--- src/rtl/fetch_unit.sv ---
// Program counter and single-outstanding instruction fetch stage.
// It holds one instruction for decode and computes the next PC when that
// instruction retires. A misaligned target parks the unit until reset.
module fetch_unit #(
  parameter int unsigned       XLEN     = 32,
  parameter logic [XLEN-1:0]   RESET_PC = '0
) (
  input  logic            i_clk,
  input  logic            i_rst,
  input  logic            i_advance,
  input  logic [1:0]      i_pc_src,
  input  logic [XLEN-1:0] i_imm,
  input  logic [XLEN-1:0] i_rs1,
  output logic            o_imem_req,
  output logic [XLEN-1:0] o_imem_addr,
  input  logic            i_imem_gnt,
  input  logic            i_imem_rvalid,
  input  logic [31:0]     i_imem_rdata,
  output logic [31:0]     o_instr,
  output logic            o_instr_valid,
  output logic [XLEN-1:0] o_pc,
  output logic [XLEN-1:0] o_pc_plus4,
  output logic            o_misaligned
);

  localparam int unsigned ILEN = 32;
  localparam logic [ILEN-1:0] NOP = 32'h0000_0013;

  typedef enum logic [1:0] {
    S_REQ   = 2'd0,
    S_WAIT  = 2'd1,
    S_VALID = 2'd2,
    S_FAULT = 2'd3
  } state_t;

  state_t            state_q, state_d;
  logic [XLEN-1:0]   pc_q, pc_d;
  logic [ILEN-1:0]   instr_q, instr_d;
  logic              valid_q, valid_d;
  logic              req_q, req_d;
  logic              mis_q, mis_d;
  logic [XLEN-1:0]   target;

  // State register plus registered copies of the handshake/status outputs
  always_ff @(posedge i_clk) begin
    if (i_rst) begin
      state_q <= S_REQ;
      pc_q    <= RESET_PC;
      instr_q <= NOP;
      valid_q <= 1'b0;
      req_q   <= 1'b1;
      mis_q   <= 1'b0;
    end else begin
      state_q <= state_d;
      pc_q    <= pc_d;
      instr_q <= instr_d;
      valid_q <= valid_d;
      req_q   <= req_d;
      mis_q   <= mis_d;
    end
  end

  // Next-state, next-PC selection and fetch response capture
  always_comb begin
    state_d = state_q;
    pc_d    = pc_q;
    instr_d = instr_q;
    mis_d   = mis_q;
    target  = '0;

    unique case (i_pc_src)
      2'b01:   target = pc_q + i_imm;
      2'b10:   target = (i_rs1 + i_imm) & ~XLEN'(1);
      default: target = pc_q + XLEN'(4);
    endcase

    case (state_q)
      S_REQ: begin
        if (i_imem_gnt) state_d = S_WAIT;
      end
      S_WAIT: begin
        if (i_imem_rvalid) begin
          instr_d = i_imem_rdata;
          state_d = S_VALID;
        end
      end
      S_VALID: begin
        if (i_advance) begin
          if (target[1:0] == 2'b00) begin
            pc_d    = target;
            state_d = S_REQ;
          end else begin
            mis_d   = 1'b1;
            state_d = S_FAULT;
          end
        end
      end
      default: begin
        state_d = S_FAULT;
      end
    endcase

    // Outputs reflect the state being entered so they come straight from flops
    req_d   = (state_d == S_REQ);
    valid_d = (state_d == S_VALID);
  end

  assign o_imem_req    = req_q;
  assign o_imem_addr   = pc_q;
  assign o_pc          = pc_q;
  assign o_pc_plus4    = pc_q + XLEN'(4);
  assign o_instr       = instr_q;
  assign o_instr_valid = valid_q;
  assign o_misaligned  = mis_q;

endmodule

--- config.mk ---
export PLATFORM = sky130hd
export DESIGN_NAME = fetch_unit
export DESIGN_NICKNAME = d
export VERILOG_FILES = /design/src/rtl/fetch_unit.sv
export SDC_FILE = /design/constraint.sdc
export NUM_CORES = 1
export LEC_CHECK = 0
export BUFFER_PORTS_ARGS = -buffer_cell sky130_fd_sc_hd__buf_2
export CAP_MARGIN = 10
export CORE_UTILIZATION = 28
export CTS_CLUSTER_DIAMETER = 40
export DETAILED_ROUTE_END_ITERATION = 8
export GPL_ROUTABILITY_DRIVEN = 0
export SLEW_MARGIN = 20
export SYNTH_ARGS = -nofsm -noshare
export SYNTH_HDL_FRONTEND = slang
export SYNTH_SLANG_ARGS = --single-unit
export TNS_END_PERCENT = 1
--- constraint.sdc ---
create_clock -name i_clk -period 2.7 [get_ports i_clk]
set_clock_uncertainty 0.15 [all_clocks]
set_input_delay 0.135 -clock i_clk [delete_from_list [all_inputs] [get_ports i_clk]]
set_output_delay 0.135 -clock i_clk [all_outputs]
set_load 0.01 [all_outputs]
==> impl_metrics.tcl <==
set metrics [dict create \
    synthCells 1000 \
    p_leak_nw 5.150 \
    cp_max_fo 4 \
    fin_ws_ns -0.01732 \
    peakVddDrop_v 0.0002503 \
    grt_pass1_vias 8363 \
    finalWirelength_mm 29.33 \
    cp.buffers_inverters 0 \
    regArea_sq_um 1383 \
    yosysTopAreaCell "dfxtp_1" \
    cts-buffers-inserted 9 \
    setup_viol 2 \
    synth_top_area_share_pct 18.99 \
    htree_num_levels 3 \
    antenna_found_initial 1 \
    reg2reg_to "o_imem_addr[31]" \
    outcome "finished, violations left" \
    wl_per_cell_um 17.32 \
    crit_type "flip-flop to flip-flop" \
    multi_input_area_sq_um 5568 \
    rsz0062_at_grt "yes" \
    failed_checks "negative setup slack" \
    portBuffers 233 \
    ys_ff_latch 69 \
    synth_cell_type_count 79 \
    async_flop_share_pct 0 \
    ant_nets 0 \
    synth_enable_flop_cells 0 \
    start_util_pct 28.72 \
    cts_buffer_depth 2 \
    die_area_sq_um 26630 \
    nets 1526 \
    ios 234 \
    yosys_warnings 0 \
    grt_usage_pct 21.39 \
    drtIter0Drc 705 \
    grt_pass1_wl_mm 44.79 \
    syn-cell-area_sq_um 7274 \
    cp-start-kind "flip-flop" \
    grt_max_degree 38 \
    reg2reg_from "o_imem_addr[2]" \
    rows 58 \
    post-route-drc-count 0 \
    dp_slack_ns -0.3853 \
    avgSynthCellArea_sq_um 7.274 \
    overflow 0 \
    tightestPinTransition_ns 0.6501 \
    max-slew-margin-rel_pct 56.66 \
    worstHoldStart "i_rst" \
    slowest_stage "dfxtp_1" \
    final_hold_viol_count 0 \
    num-fill-cells 2585 \
    seq_area_frac_synth_pct 18.99 \
    synthTopCellsByArea "dfxtp_1 (19%), ha_1 (11%), a21oi_1 (8.0%)" \
    first_pass_iters 6 \
    num_vias 8872 \
    die_h_um 163.2 \
    core_area_sq_um 25330 \
    hpwlAfterDp_mm 22.67 \
    via_per_inst 5.240 \
    synthFlopType "dfxtp_1" \
    clk_latency_ns 0.35 \
    die_w_um 163.2 \
    area_growth_pct 44.69 \
    syn_nets 1169 \
    slew_violations 0 \
    holdPathEnd "o_imem_addr[25]" \
    required_ns 2.79 \
    clkSinkCount 69 \
    fmax_ghz 0.3680 \
    crit_arrival_ns 2.81 \
    p_per_area_nw_per_um2 337.0 \
    finalCriticalPeriod_ns 2.717 \
    tritoncts "built" \
    max-cap-violations 0 \
    hold_path_class "primary input to flip-flop" \
    fin_crit_sh_pct 100.6 \
    crit_path_end_kind "flip-flop" \
    path_cells "ha_4 -> o211ai_1 -> o211ai_1 -> a22oi_2 -> o31a_1 -> o2111ai_2 -> nand4_1 -> and3_1 -> o21a_1 -> o21a_1" \
    slowest_delay_ns 0.33 \
    r2r_cells 10 \
    hold_depth 2 \
    reg2reg_setup_slack_ns -0.02 \
    clk_pin_slew_ns 0.07 \
    layout-drive-gt1-share_pct 34.88 \
    cp_top_family "compound AO/OA/AOI/OAI gates" \
    total_power_w 0.003547 \
    ctsRootBufferMaster "clkbuf_16" \
]
[worst register-to-register path, cell delays in order, from the launching register on]
cell and delay (ns):
dfxtp_1 0.33, ha_4 0.30, o211ai_1 0.12, o211ai_1 0.29
a22oi_2 0.17, o31a_1 0.33, o2111ai_2 0.22, nand4_1 0.18
and3_1 0.20, o21a_1 0.16, o21a_1 0.15
[worst max path at each step]
stage | start | end | slack [ns] | cells past startpoint
after floorplan | o_imem_addr[25] | o_imem_addr[30] | -0.03 | 10
after global placement | i_imm[1] | o_imem_addr[29] | -0.31 | 12
after detailed placement | i_imm[1] | o_imem_addr[29] | -0.39 | 12
after CTS | o_imem_addr[6] | o_pc_plus4[20] | -0.05 | 8
after global routing | o_imem_addr[14] | o_imem_addr[29] | -0.15 | 10
final | o_imem_addr[2] | o_imem_addr[31] | -0.02 | 10
[report_power, final]
group          leakage, nW  total, W  switching [W]  internal, W
combinational         4.46   0.00132       0.000721     0.000600
sequential           0.560   0.00107      0.0000200      0.00105
clock                0.132   0.00115       0.000525     0.000625
[cells in the mapped netlist (11+ instances only)]
master    instances
a21o_1           25
nor2_1           59
nand2_1         148
and3_1           13
a21oi_1         117
xnor2_1          46
buf_4            34
nand3_1          33
a221oi_1         18
a31oi_1          18
inv_1            25
nand2b_1         11
xor2_1           33
o21ai_0          50
dfxtp_1          69
nand4_1          16
nor3_1           20
clkbuf_1         43
ha_1             64
[registers in the layout, summed over array words and instances (netlist names)]
| name | cells |
|---|---|
| o_imem_addr | 32 |
| o_instr | 32 |
| state_q | 2 |
| o_imem_req | 1 |
| o_instr_valid | 1 |
| o_misaligned | 1 |
[what timing repair did]
action	4_1_cts	5_1_grt
setup buffers	4	2
hold buffers	34	0
hold endpoints to repair	36	0
setup endpoints to repair	28	34
gates resized for setup	27	27
pin swaps	18	13
[placed cells by master (no fill, tap or decap), drive strengths merged, types with 33 or more instances in the layout]
cell,synthesis,layout
a21oi,117,117
dlygate4sd3,0,34
nand3,33,33
buf,39,398
nand2,148,148
ha,64,64
xnor2,46,46
dfxtp,69,69
xor2,33,33
o21ai,52,52
nor2,60,60
[layout make-up]
type | instances | area share (%)
Clock buffer | 9 | 2.140
Inverter | 26 | 0.9272
Clock inverter | 7 | 0.4874
Antenna cell | 1 | 0.02378
Multi-Input combinational cell | 819 | 52.90
Sequential cell | 69 | 13.14
Timing Repair Buffer | 432 | 26.46
Tap cell | 330 | 3.923
[cell families after synthesis]
group	share of synthesized area [%]
AND/OR/NAND/NOR	22.88
AO/OA/AOI/OAI	27.69
buffers and inverters	8.290
XOR/XNOR	9.512
flip-flops	18.99
adder cells (fa/ha/maj)	11.56
multiplexers	1.084
[routing by layer]
metal  GRT usage, %  vias to the layer above  wire length, um
met3          2.412                       69             1848
met2          35.55                      387            13680
li1               -                     4321                -
met1          28.37                     4095            12950
met4          7.477                        0              856
met5              0                        -                0
[per-stage QoR]
stage	area [sq um]	util [%]	TNS (ns)	std cells	hold WS, ns
global route	10530	41.56	-1.320	1693	0.01090
floorplan	7283	-	-0.03118	1000	0.1092
finish	10530	41.56	-0.02877	1693	0.007126
detailed placement	9567	37.77	-3.193	1636	0.2041
global placement	9567	37.77	-2.362	1636	0.1964
CTS	10370	40.94	-0.2543	1690	0.003037
(Power assumes the default switching activity.)
